File: config.mk
export PLATFORM = sky130hd
export DESIGN_NAME = bram_line_ctrl_flat
export DESIGN_NICKNAME = d
export VERILOG_FILES = /design/src/rtl/bram_line_pkg.sv /design/src/rtl/bram_line_ctrl_if.sv /design/src/rtl/bram_line_ctrl_fifo.sv /design/src/rtl/bram_line_ctrl.sv /design/src/flat_wrapper.sv
export SDC_FILE = /design/constraint.sdc
export NUM_CORES = 1
export LEC_CHECK = 0
export ABC_AREA = 1
export CORE_AREA = 4 4 101 103
export CTS_CLUSTER_DIAMETER = 80
export DETAILED_ROUTE_END_ITERATION = 10
export DIE_AREA = 0 0 105 107
export GPL_ROUTABILITY_DRIVEN = 0
export PLACE_DENSITY = 0.9
export SYNTH_ARGS = -nofsm -noshare
export SYNTH_HDL_FRONTEND = slang
export SYNTH_SLANG_ARGS = --single-unit
export TNS_END_PERCENT = 100
File: constraint.sdc
create_clock -name clk -period 4.1 [get_ports clk]
set_clock_uncertainty 0.1 [all_clocks]
set_input_delay 0.82 -clock clk [delete_from_list [all_inputs] [get_ports clk]]
set_output_delay 0.82 -clock clk [all_outputs]
set_load 0.005 [all_outputs]
File: src/rtl/bram_line_pkg.sv
`default_nettype none
// +----------------------------------------------------------------------+
// | bram_line_pkg : shared types and helpers for the BRAM line sequencer |
// | Revision      : 1.0                                                   |
// +----------------------------------------------------------------------+
package bram_line_pkg;

    typedef enum logic [1:0] {
        IDLE  = 2'd0,
        FILL  = 2'd1,
        EVICT = 2'd2
    } state_t;

    localparam int FIFO_DEPTH = 2;

    function automatic int unsigned line_addr(input int unsigned line,
                                              input int unsigned word,
                                              input int unsigned word_ofs);
        return (line << word_ofs) | word;
    endfunction

endpackage
`default_nettype wire

File: src/rtl/bram_line_ctrl_if.sv
`default_nettype none
// +----------------------------------------------------------------------+
// | bram_line_ctrl_if : requester, writeback and BRAM port B bundle       |
// | Revision          : 1.0                                               |
// +----------------------------------------------------------------------+
interface bram_line_ctrl_if #(
    parameter int DATA_SIZE = 32,
    parameter int ADDR_SIZE = 7,
    parameter int WORD_OFS  = 2
);
    localparam int LW = ADDR_SIZE - WORD_OFS;

    logic                   evict_valid;
    logic [LW-1:0]          evict_line;
    logic                   evict_ready;
    logic                   fill_valid;
    logic [LW-1:0]          fill_line;
    logic [WORD_OFS-1:0]    fill_word;
    logic                   fill_ready;
    logic                   fill_data_valid;
    logic [DATA_SIZE-1:0]   fill_data;
    logic                   fill_data_ready;
    logic                   wb_data_valid;
    logic [DATA_SIZE-1:0]   wb_data;
    logic                   wb_data_last;
    logic                   wb_data_ready;
    logic                   busy;
    logic                   done;
    logic                   enb;
    logic [DATA_SIZE/8-1:0] web;
    logic [ADDR_SIZE-1:0]   addrb;
    logic [DATA_SIZE-1:0]   dinb;
    logic [DATA_SIZE-1:0]   doutb;

    modport master (
        output evict_valid, evict_line, fill_valid, fill_line, fill_word,
               fill_data_valid, fill_data, wb_data_ready, doutb,
        input  evict_ready, fill_ready, fill_data_ready, wb_data_valid,
               wb_data, wb_data_last, busy, done, enb, web, addrb, dinb
    );

    modport slave (
        input  evict_valid, evict_line, fill_valid, fill_line, fill_word,
               fill_data_valid, fill_data, wb_data_ready, doutb,
        output evict_ready, fill_ready, fill_data_ready, wb_data_valid,
               wb_data, wb_data_last, busy, done, enb, web, addrb, dinb
    );
endinterface
`default_nettype wire

File: src/rtl/bram_line_ctrl_fifo.sv
`default_nettype none
// +----------------------------------------------------------------------+
// | bram_line_ctrl_fifo : 2-entry writeback FIFO with occupancy count     |
// | Revision            : 1.0                                             |
// +----------------------------------------------------------------------+
module bram_line_ctrl_fifo
    import bram_line_pkg::*;
#(
    parameter int WIDTH = 32
) (
    input  logic             clk,
    input  logic             rst,
    input  logic             push,
    input  logic [WIDTH-1:0] din,
    input  logic             pop,
    output logic [WIDTH-1:0] dout,
    output logic [1:0]       cnt
);
    logic [WIDTH-1:0] mem_q [FIFO_DEPTH];
    logic [WIDTH-1:0] mem_d [FIFO_DEPTH];
    logic             wr_ptr_q, wr_ptr_d;
    logic             rd_ptr_q, rd_ptr_d;
    logic [1:0]       cnt_q, cnt_d;
    logic             w_push;
    logic             w_pop;

    assign w_pop  = pop & (cnt_q != 2'd0);
    assign w_push = push & ((cnt_q < 2'(FIFO_DEPTH)) | w_pop);
    assign dout   = mem_q[rd_ptr_q];
    assign cnt    = cnt_q;

    always_comb begin
        mem_d    = mem_q;
        wr_ptr_d = wr_ptr_q;
        rd_ptr_d = rd_ptr_q;
        if (w_push) begin
            mem_d[wr_ptr_q] = din;
            wr_ptr_d        = ~wr_ptr_q;
        end
        if (w_pop) begin
            rd_ptr_d = ~rd_ptr_q;
        end
        cnt_d = cnt_q + 2'(w_push) - 2'(w_pop);
    end

    always_ff @(posedge clk or posedge rst) begin
        if (rst) begin
            mem_q[0] <= '0;
            mem_q[1] <= '0;
            wr_ptr_q <= 1'b0;
            rd_ptr_q <= 1'b0;
            cnt_q    <= 2'd0;
        end else begin
            mem_q    <= mem_d;
            wr_ptr_q <= wr_ptr_d;
            rd_ptr_q <= rd_ptr_d;
            cnt_q    <= cnt_d;
        end
    end
endmodule
`default_nettype wire

File: src/rtl/bram_line_ctrl.sv
`default_nettype none
// +----------------------------------------------------------------------+
// | bram_line_ctrl : line-granular EVICT/FILL sequencer for BRAM port B   |
// | Option         : BRAM_LINE_CTRL_CRITICAL_FIRST_EN (critical-word fill)|
// | Revision       : 1.0                                                  |
// +----------------------------------------------------------------------+
module bram_line_ctrl
    import bram_line_pkg::*;
#(
    parameter int DATA_SIZE = 32,
    parameter int ADDR_SIZE = 7,
    parameter int WORD_OFS  = 2
) (
    input  logic             clk,
    input  logic             rst,
    bram_line_ctrl_if.slave  bus
);
    localparam int                c_lw         = ADDR_SIZE - WORD_OFS;
    localparam logic [WORD_OFS:0] c_line_words = (WORD_OFS+1)'(1 << WORD_OFS);
    localparam logic [WORD_OFS:0] c_last_word  = c_line_words - 1'b1;

    state_t              state_q, state_d;
    logic [c_lw-1:0]     line_q, line_d;
    logic [WORD_OFS-1:0] wcnt_q, wcnt_d;
    // Reads issued during EVICT, beats written during FILL
    logic [WORD_OFS:0]   rcnt_q, rcnt_d;
    logic [WORD_OFS-1:0] bcnt_q, bcnt_d;
    logic                inflight_q, inflight_d;
    logic                done_q, done_d;

    logic [1:0]           w_fifo_cnt;
    logic [DATA_SIZE-1:0] w_fifo_dout;
    logic                 w_pop;
    logic                 w_issue;
    logic [2:0]           w_occ;
    logic [2:0]           w_lim;
    logic [WORD_OFS-1:0]  w_start_word;
    logic [ADDR_SIZE-1:0] w_addr_wr;
    logic [ADDR_SIZE-1:0] w_addr_rd;

`ifdef BRAM_LINE_CTRL_CRITICAL_FIRST_EN
    assign w_start_word = bus.fill_word;
`else
    logic w_unused_fill_word;
    assign w_unused_fill_word = ^bus.fill_word;
    assign w_start_word       = '0;
`endif

    assign w_addr_wr = ADDR_SIZE'(line_addr(32'(line_q), 32'(wcnt_q), WORD_OFS));
    assign w_addr_rd = ADDR_SIZE'(line_addr(32'(line_q), 32'(rcnt_q[WORD_OFS-1:0]), WORD_OFS));

    assign bus.busy          = (state_q != IDLE);
    assign bus.done          = done_q;
    assign bus.wb_data_valid = (w_fifo_cnt != 2'd0);
    assign bus.wb_data       = w_fifo_dout;
    assign bus.wb_data_last  = bus.wb_data_valid & (bcnt_q == '1);
    assign w_pop             = bus.wb_data_valid & bus.wb_data_ready;

    // Reads stay within what the FIFO can absorb, counting the one in flight
    assign w_occ   = 3'(w_fifo_cnt) + 3'(inflight_q);
    assign w_lim   = 3'(FIFO_DEPTH) + 3'(w_pop);
    assign w_issue = (state_q == EVICT) & (rcnt_q < c_line_words) & (w_occ < w_lim);

    always_comb begin
        state_d             = state_q;
        line_d              = line_q;
        wcnt_d              = wcnt_q;
        rcnt_d              = rcnt_q;
        bcnt_d              = bcnt_q;
        done_d              = 1'b0;
        inflight_d          = w_issue;
        bus.evict_ready     = 1'b0;
        bus.fill_ready      = 1'b0;
        bus.fill_data_ready = 1'b0;
        bus.enb             = 1'b0;
        bus.web             = '0;
        bus.addrb           = '0;
        bus.dinb            = '0;
        case (state_q)
            IDLE: begin
                bus.evict_ready = bus.evict_valid;
                bus.fill_ready  = bus.fill_valid & ~bus.evict_valid;
                rcnt_d          = '0;
                bcnt_d          = '0;
                if (bus.evict_valid) begin
                    state_d = EVICT;
                    line_d  = bus.evict_line;
                end else if (bus.fill_valid) begin
                    state_d = FILL;
                    line_d  = bus.fill_line;
                    wcnt_d  = w_start_word;
                end
            end
            FILL: begin
                bus.fill_data_ready = 1'b1;
                if (bus.fill_data_valid) begin
                    bus.enb   = 1'b1;
                    bus.web   = '1;
                    bus.addrb = w_addr_wr;
                    bus.dinb  = bus.fill_data;
                    wcnt_d    = wcnt_q + 1'b1;
                    rcnt_d    = rcnt_q + 1'b1;
                    if (rcnt_q == c_last_word) begin
                        state_d = IDLE;
                        done_d  = 1'b1;
                    end
                end
            end
            EVICT: begin
                if (w_issue) begin
                    bus.enb   = 1'b1;
                    bus.addrb = w_addr_rd;
                    rcnt_d    = rcnt_q + 1'b1;
                end
                if (w_pop) begin
                    bcnt_d = bcnt_q + 1'b1;
                    if (bus.wb_data_last) begin
                        state_d = IDLE;
                        done_d  = 1'b1;
                    end
                end
            end
            default: state_d = IDLE;
        endcase
    end

    always_ff @(posedge clk or posedge rst) begin
        if (rst) begin
            state_q    <= IDLE;
            line_q     <= '0;
            wcnt_q     <= '0;
            rcnt_q     <= '0;
            bcnt_q     <= '0;
            inflight_q <= 1'b0;
            done_q     <= 1'b0;
        end else begin
            state_q    <= state_d;
            line_q     <= line_d;
            wcnt_q     <= wcnt_d;
            rcnt_q     <= rcnt_d;
            bcnt_q     <= bcnt_d;
            inflight_q <= inflight_d;
            done_q     <= done_d;
        end
    end

    // BRAM returns 0 when disabled, so only capture the cycle after a real read
    bram_line_ctrl_fifo #(
        .WIDTH (DATA_SIZE)
    ) u_fifo (
        .clk  (clk),
        .rst  (rst),
        .push (inflight_q),
        .din  (bus.doutb),
        .pop  (w_pop),
        .dout (w_fifo_dout),
        .cnt  (w_fifo_cnt)
    );
endmodule
`default_nettype wire

File: src/flat_wrapper.sv
// flat-port wrapper written by rule: the top's interface ports become plain ports
module bram_line_ctrl_flat import bram_line_pkg::*;
#(
    parameter int DATA_SIZE = 32,
    parameter int ADDR_SIZE = 7,
    parameter int WORD_OFS  = 2
)
  (clk, rst, bus_evict_valid, bus_evict_line, bus_fill_valid, bus_fill_line, bus_fill_word, bus_fill_data_valid, bus_fill_data, bus_wb_data_ready, bus_doutb, bus_evict_ready, bus_fill_ready, bus_fill_data_ready, bus_wb_data_valid, bus_wb_data, bus_wb_data_last, bus_busy, bus_done, bus_enb, bus_web, bus_addrb, bus_dinb);
  bram_line_ctrl_if #(.DATA_SIZE(DATA_SIZE), .ADDR_SIZE(ADDR_SIZE), .WORD_OFS(WORD_OFS)) bus_i ();
  input  logic clk;
  input  logic rst;
  input wire logic [$bits(bus_i.evict_valid)-1:0] bus_evict_valid;
  input wire logic [$bits(bus_i.evict_line)-1:0] bus_evict_line;
  input wire logic [$bits(bus_i.fill_valid)-1:0] bus_fill_valid;
  input wire logic [$bits(bus_i.fill_line)-1:0] bus_fill_line;
  input wire logic [$bits(bus_i.fill_word)-1:0] bus_fill_word;
  input wire logic [$bits(bus_i.fill_data_valid)-1:0] bus_fill_data_valid;
  input wire logic [$bits(bus_i.fill_data)-1:0] bus_fill_data;
  input wire logic [$bits(bus_i.wb_data_ready)-1:0] bus_wb_data_ready;
  input wire logic [$bits(bus_i.doutb)-1:0] bus_doutb;
  output wire logic [$bits(bus_i.evict_ready)-1:0] bus_evict_ready;
  output wire logic [$bits(bus_i.fill_ready)-1:0] bus_fill_ready;
  output wire logic [$bits(bus_i.fill_data_ready)-1:0] bus_fill_data_ready;
  output wire logic [$bits(bus_i.wb_data_valid)-1:0] bus_wb_data_valid;
  output wire logic [$bits(bus_i.wb_data)-1:0] bus_wb_data;
  output wire logic [$bits(bus_i.wb_data_last)-1:0] bus_wb_data_last;
  output wire logic [$bits(bus_i.busy)-1:0] bus_busy;
  output wire logic [$bits(bus_i.done)-1:0] bus_done;
  output wire logic [$bits(bus_i.enb)-1:0] bus_enb;
  output wire logic [$bits(bus_i.web)-1:0] bus_web;
  output wire logic [$bits(bus_i.addrb)-1:0] bus_addrb;
  output wire logic [$bits(bus_i.dinb)-1:0] bus_dinb;
  assign bus_i.evict_valid = bus_evict_valid;
  assign bus_i.evict_line = bus_evict_line;
  assign bus_i.fill_valid = bus_fill_valid;
  assign bus_i.fill_line = bus_fill_line;
  assign bus_i.fill_word = bus_fill_word;
  assign bus_i.fill_data_valid = bus_fill_data_valid;
  assign bus_i.fill_data = bus_fill_data;
  assign bus_i.wb_data_ready = bus_wb_data_ready;
  assign bus_i.doutb = bus_doutb;
  assign bus_evict_ready = bus_i.evict_ready;
  assign bus_fill_ready = bus_i.fill_ready;
  assign bus_fill_data_ready = bus_i.fill_data_ready;
  assign bus_wb_data_valid = bus_i.wb_data_valid;
  assign bus_wb_data = bus_i.wb_data;
  assign bus_wb_data_last = bus_i.wb_data_last;
  assign bus_busy = bus_i.busy;
  assign bus_done = bus_i.done;
  assign bus_enb = bus_i.enb;
  assign bus_web = bus_i.web;
  assign bus_addrb = bus_i.addrb;
  assign bus_dinb = bus_i.dinb;
  bram_line_ctrl #(.DATA_SIZE(DATA_SIZE), .ADDR_SIZE(ADDR_SIZE), .WORD_OFS(WORD_OFS)) u_core (.clk(clk), .rst(rst), .bus(bus_i));
endmodule
==> results of run 1 <==
==> logic make-up after synthesis <==
| kind of cell | count (synthesis) | share of synthesized area [%] |
|---|---|---|
| buffers and inverters | 118 | 11.8 |
| XOR/XNOR | 3 | 0.601 |
| adder cells (fa/ha/maj) | 10 | 2.86 |
| multiplexers | 33 | 8.47 |
| AO/OA/AOI/OAI | 80 | 11.3 |
| AND/OR/NAND/NOR | 174 | 16.8 |
| flip-flops | 84 | 48.1 |
==> per-stage QoR <==
stage	worst slack [ns]	std cells	hold WS (ns)	utilization [%]	area (um2)
4_1_cts	0.520	773	0.387	67.7	6230
3_5_place_dp	0.560	757	0.369	65.5	6020
5_1_grt	0.333	773	0.405	67.7	6230
2_1_floorplan	1.01	502	0.348	-	4370
6_report	0.573	773	0.376	67.7	6230
3_3_place_gp	0.611	757	0.360	65.5	6020
==> critical path, stage by stage, from the launching register on <==
cell and delay, ns:
sky130_fd_sc_hd__dfrtp_1 0.47, sky130_fd_sc_hd__ha_1 0.22, sky130_fd_sc_hd__ha_1 0.19, sky130_fd_sc_hd__nor3_1 0.31, sky130_fd_sc_hd__nand2_1 0.15, sky130_fd_sc_hd__nand2_1 0.08
sky130_fd_sc_hd__nand2_1 0.16, sky130_fd_sc_hd__nor2_1 0.16, sky130_fd_sc_hd__clkdlybuf4s50_1 0.52
==> per-layer routing <==
layer	global-route usage [%]	wire, um	up-vias	share of wire (%)
met5	0	0	-	0
met4	6.84	202	0	1.8
met3	4.82	735	17	6.6
met2	36.7	5760	149	52
met1	23.2	4390	1758	40
li1	-	-	1859	-
==> power groups by stage <==
stage | clock network, W | logic [W] | registers, W
6_report | 0.000610 | 0.00200 | 0.00141
4_1_cts | 0.000625 | 0.00204 | 0.00141
3_5_place_dp | 0 | 0.00202 | 0.00142
5_1_grt | 0.000660 | 0.00223 | 0.00146
2_1_floorplan | 0 | 0.00117 | 0.00136
3_3_place_gp | 0 | 0.00195 | 0.00139
==> cell usage in the layout (no fill, tap or decap), types with 2 or more instances in the layout <==
cell type,netlist,routed
sky130_fd_sc_hd__clkdlybuf4s50_1,0,162
sky130_fd_sc_hd__nand2_1,96,96
sky130_fd_sc_hd__inv_1,93,92
sky130_fd_sc_hd__dfrtp_1,84,84
sky130_fd_sc_hd__nor2_1,49,49
sky130_fd_sc_hd__mux2_2,32,32
sky130_fd_sc_hd__o21ai_0,27,27
sky130_fd_sc_hd__o21ai_2,23,23
sky130_fd_sc_hd__o21ai_1,19,19
sky130_fd_sc_hd__nand3_1,12,12
sky130_fd_sc_hd__nand2_2,11,11
sky130_fd_sc_hd__ha_1,10,10
sky130_fd_sc_hd__clkbuf_8,0,9
sky130_fd_sc_hd__buf_4,5,6
sky130_fd_sc_hd__a31oi_1,5,5
sky130_fd_sc_hd__a21oi_1,5,5
sky130_fd_sc_hd__inv_6,0,3
sky130_fd_sc_hd__nand2_4,2,2
sky130_fd_sc_hd__xnor2_1,2,2
sky130_fd_sc_hd__clkinvlp_4,0,2
==> final timing paths <==
path,depth (start not counted),end,startpoint,slack (ns)
worst max-delay path,8,bus_addrb[5],u_core.inflight_q$_DFF_PP0_,0.57
worst min-delay path,1,u_core.u_fifo.rd_ptr_q$_DFFE_PP0P_,u_core.u_fifo.rd_ptr_q$_DFFE_PP0P_,0.38
worst max register to register,8,u_core.u_fifo.mem_q[34]$_DFFE_PP0P_,u_core.u_fifo.cnt[1]$_DFF_PP0_,2.12
worst min register to register,1,u_core.u_fifo.rd_ptr_q$_DFFE_PP0P_,u_core.u_fifo.rd_ptr_q$_DFFE_PP0P_,0.38
max in group asynchronous,3,u_core.state_q[0]$_DFFE_PP0P_,rst,2.31
min in group asynchronous,2,u_core.u_fifo.mem_q[57]$_DFFE_PP0P_,rst,0.87
==> flip-flops by register name, summed over array words and instances (netlist names), 2 cells and up <==
register,count
u_core.u_fifo.mem_q,64
u_core.line_q,5
u_core.rcnt_q,3
u_core.bcnt_q,2
u_core.state_q,2
u_core.u_fifo.cnt,2
u_core.wcnt_q,2
==> cell usage after synthesis, drive strengths merged <==
master  number  area [um2]
nand2      109         452
inv         94         353
dfrtp       84        2100
o21ai       69         432
nor2        49         184
mux2        32         360
buf         19         145
nand3       13        77.6
ha          10         125
a21oi        5        25.0
a31oi        5        31.3
clkbuf       5        20.0
xnor2        2        17.5
mux2i        1        10.0
nand3b       1        11.3
nand4        1        6.26
nor3         1        5.00
o31ai        1        7.51
xor2         1        8.76
==> layout make-up <==
type	instances	area [um2]
Inverter	94	354
Sequential cell	84	2100
Clock buffer	9	124
Fill cell	685	2970
Multi-Input combinational cell	300	1760
Timing Repair Buffer	168	1670
Tap cell	111	139
Clock inverter	7	82.6
==> results_tabular.tex, run 1 <==
\begin{tabular}{lr}
\hline
Metric & Value \\
\hline
\multicolumn{2}{l}{\textbf{Run status}} \\
Status & complete, no violations \\
\multicolumn{2}{l}{\textbf{Timing}} \\
Max-slew violation count & 0 \\
Setup TNS after final layout & 0 ns \\
Final setup viols & 0 \\
Slew HR & 37.8\% \\
Final hold violations & 0 \\
Period Utilization, post-route & 86.0\% \\
Final worst path period need & 3.53 ns \\
Worst-margin pin slew & 0.934 ns \\
Setup repair after global routing missed its margin & false \\
Highest clock frequency the design can meet & 284 MHz \\
\multicolumn{2}{l}{\textbf{Cells and area}} \\
Fraction of layout cells with a size suffix above 1 & 14.2\% \\
Net count reported at finish & 749 \\
Count of antenna diodes in the layout & 0 \\
Relative area change from synthesis to final layout & 42.5\% \\
\multicolumn{2}{l}{\textbf{Routing}} \\
Drt wl/cell & 14.4 um \\
Router iterations before antenna repair & 4 \\
Vias after detailed routing & 3783 \\
DR iter-0 viols & 185 \\
Number of vias per cell & 4.89 \\
Post-DRT Antenna Nets & 0 \\
DRC violation count after routing & 0 \\
Total wire length after detailed routing & 11.1 mm \\
\multicolumn{2}{l}{\textbf{Floorplan}} \\
Row Count & 35 \\
Height of the chip & 107 um \\
Core Box Area & 9200 um2 \\
IO Count & 165 \\
Total Die Area & 11200 um2 \\
Horiz. Die Dim & 105 um \\
Initial Utilization & 47.6\% \\
\multicolumn{2}{l}{\textbf{Clock tree}} \\
Clock-pin slew on the worst setup and hold paths & 0.09 ns \\
CTS sink count & 84 \\
Maximum buffer depth of the clock tree & 2 \\
Hold buffers post-CTS & 0 \\
Number of setup buffers added after CTS & 0 \\
Latest clock arrival within the worst-skew pair & 0.35 ns \\
Root buf cell & sky130\_fd\_sc\_hd\_\_clkbuf\_8 \\
H-tree depth reported by CTS & 3 \\
Number of CTS-inserted buffers & 9 \\
Number of cells upsized or downsized after cts & 0 \\
Clock tree from TritonCTS & built \\
\multicolumn{2}{l}{\textbf{Synthesis}} \\
Number of distinct library cell variants in the gate-level netlist after synthesis & 28 \\
Part of the Yosys area used for sequential elements & 48.1\% \\
Warnings from Yosys & 0 \\
Syn\_nets & 594 \\
\#FFs+latches synth & 84 \\
Cell area after synthesis & 4370 um2 \\
Synthesized area divided by synthesized cell count & 8.71 um2 \\
Synthesized instance count & 502 \\
\multicolumn{2}{l}{\textbf{Global route}} \\
Maximum number of pins on one net before global-route repair & 65 \\
Global router's overall resource usage & 20.2\% \\
Number of antenna violations at the first check in global routing & 0 \\
Global-route wire length before repair & 18.5 mm \\
Global route overflow & 0 \\
Number of global-route vias before repair & 3969 \\
\multicolumn{2}{l}{\textbf{Pwr}} \\
Total net switching power & 0.00145 W \\
Static leakage & 3.10 nW \\
Share of total power in sequential cells & 35.1\% \\
Total power divided by cell area & 647 nW/um2 \\
Combinational cell fraction of total power & 49.7\% \\
Portion of total power attributed to the clock network & 15.2\% \\
Post-route total power & 0.00403 W \\
Cell internal power dissipation & 0.00258 W \\
Maximum VDD drop & 225 uV \\
Switching share of power & 35.9\% \\
\multicolumn{2}{l}{\textbf{Run}} \\
Number of maximum-capacitance constraint violations & 0 \\
\multicolumn{2}{l}{\textbf{Setup path}} \\
Critical path class & flip-flop to output port \\
Critical-path maximum fanout & 6 \\
Arrival time reported for the critical path endpoint & 2.61 ns \\
CP Launch Type & flip-flop \\
Data required, critical path & 3.18 ns \\
Type of element capturing the critical path & output port \\
\multicolumn{2}{l}{\textbf{Hold path}} \\
Class of the most critical hold timing path & flip-flop to flip-flop \\
\multicolumn{2}{l}{\textbf{Placement}} \\
\# port buffers & 162 \\
Sum of net half-perimeters after detailed placement & 8.38 mm \\
\hline
\end{tabular}
Note: power is estimated with default switching activity, not from simulation.
==> inputs of run 2 (changes only) <==
--- a/config.mk
+++ b/config.mk
@@ -8,6 +8,7 @@
 export ABC_AREA = 1
 export CORE_AREA = 4 4 101 103
 export CTS_CLUSTER_DIAMETER = 80
+export CTS_CLUSTER_SIZE = 40
 export DETAILED_ROUTE_END_ITERATION = 10
 export DIE_AREA = 0 0 105 107
 export GPL_ROUTABILITY_DRIVEN = 0
==> results of run 2 <==
No change in the layout: final DEF, timing and power equal those of run 1.
==> inputs of run 3 (changes only) <==
--- a/config.mk
+++ b/config.mk
@@ -13,6 +13,7 @@
 export DIE_AREA = 0 0 105 107
 export GPL_ROUTABILITY_DRIVEN = 0
 export PLACE_DENSITY = 0.9
+export SETUP_SLACK_MARGIN = 0.2
 export SYNTH_ARGS = -nofsm -noshare
 export SYNTH_HDL_FRONTEND = slang
 export SYNTH_SLANG_ARGS = --single-unit
==> results of run 3 <==
No change in the layout: final DEF, timing and power equal those of run 1.
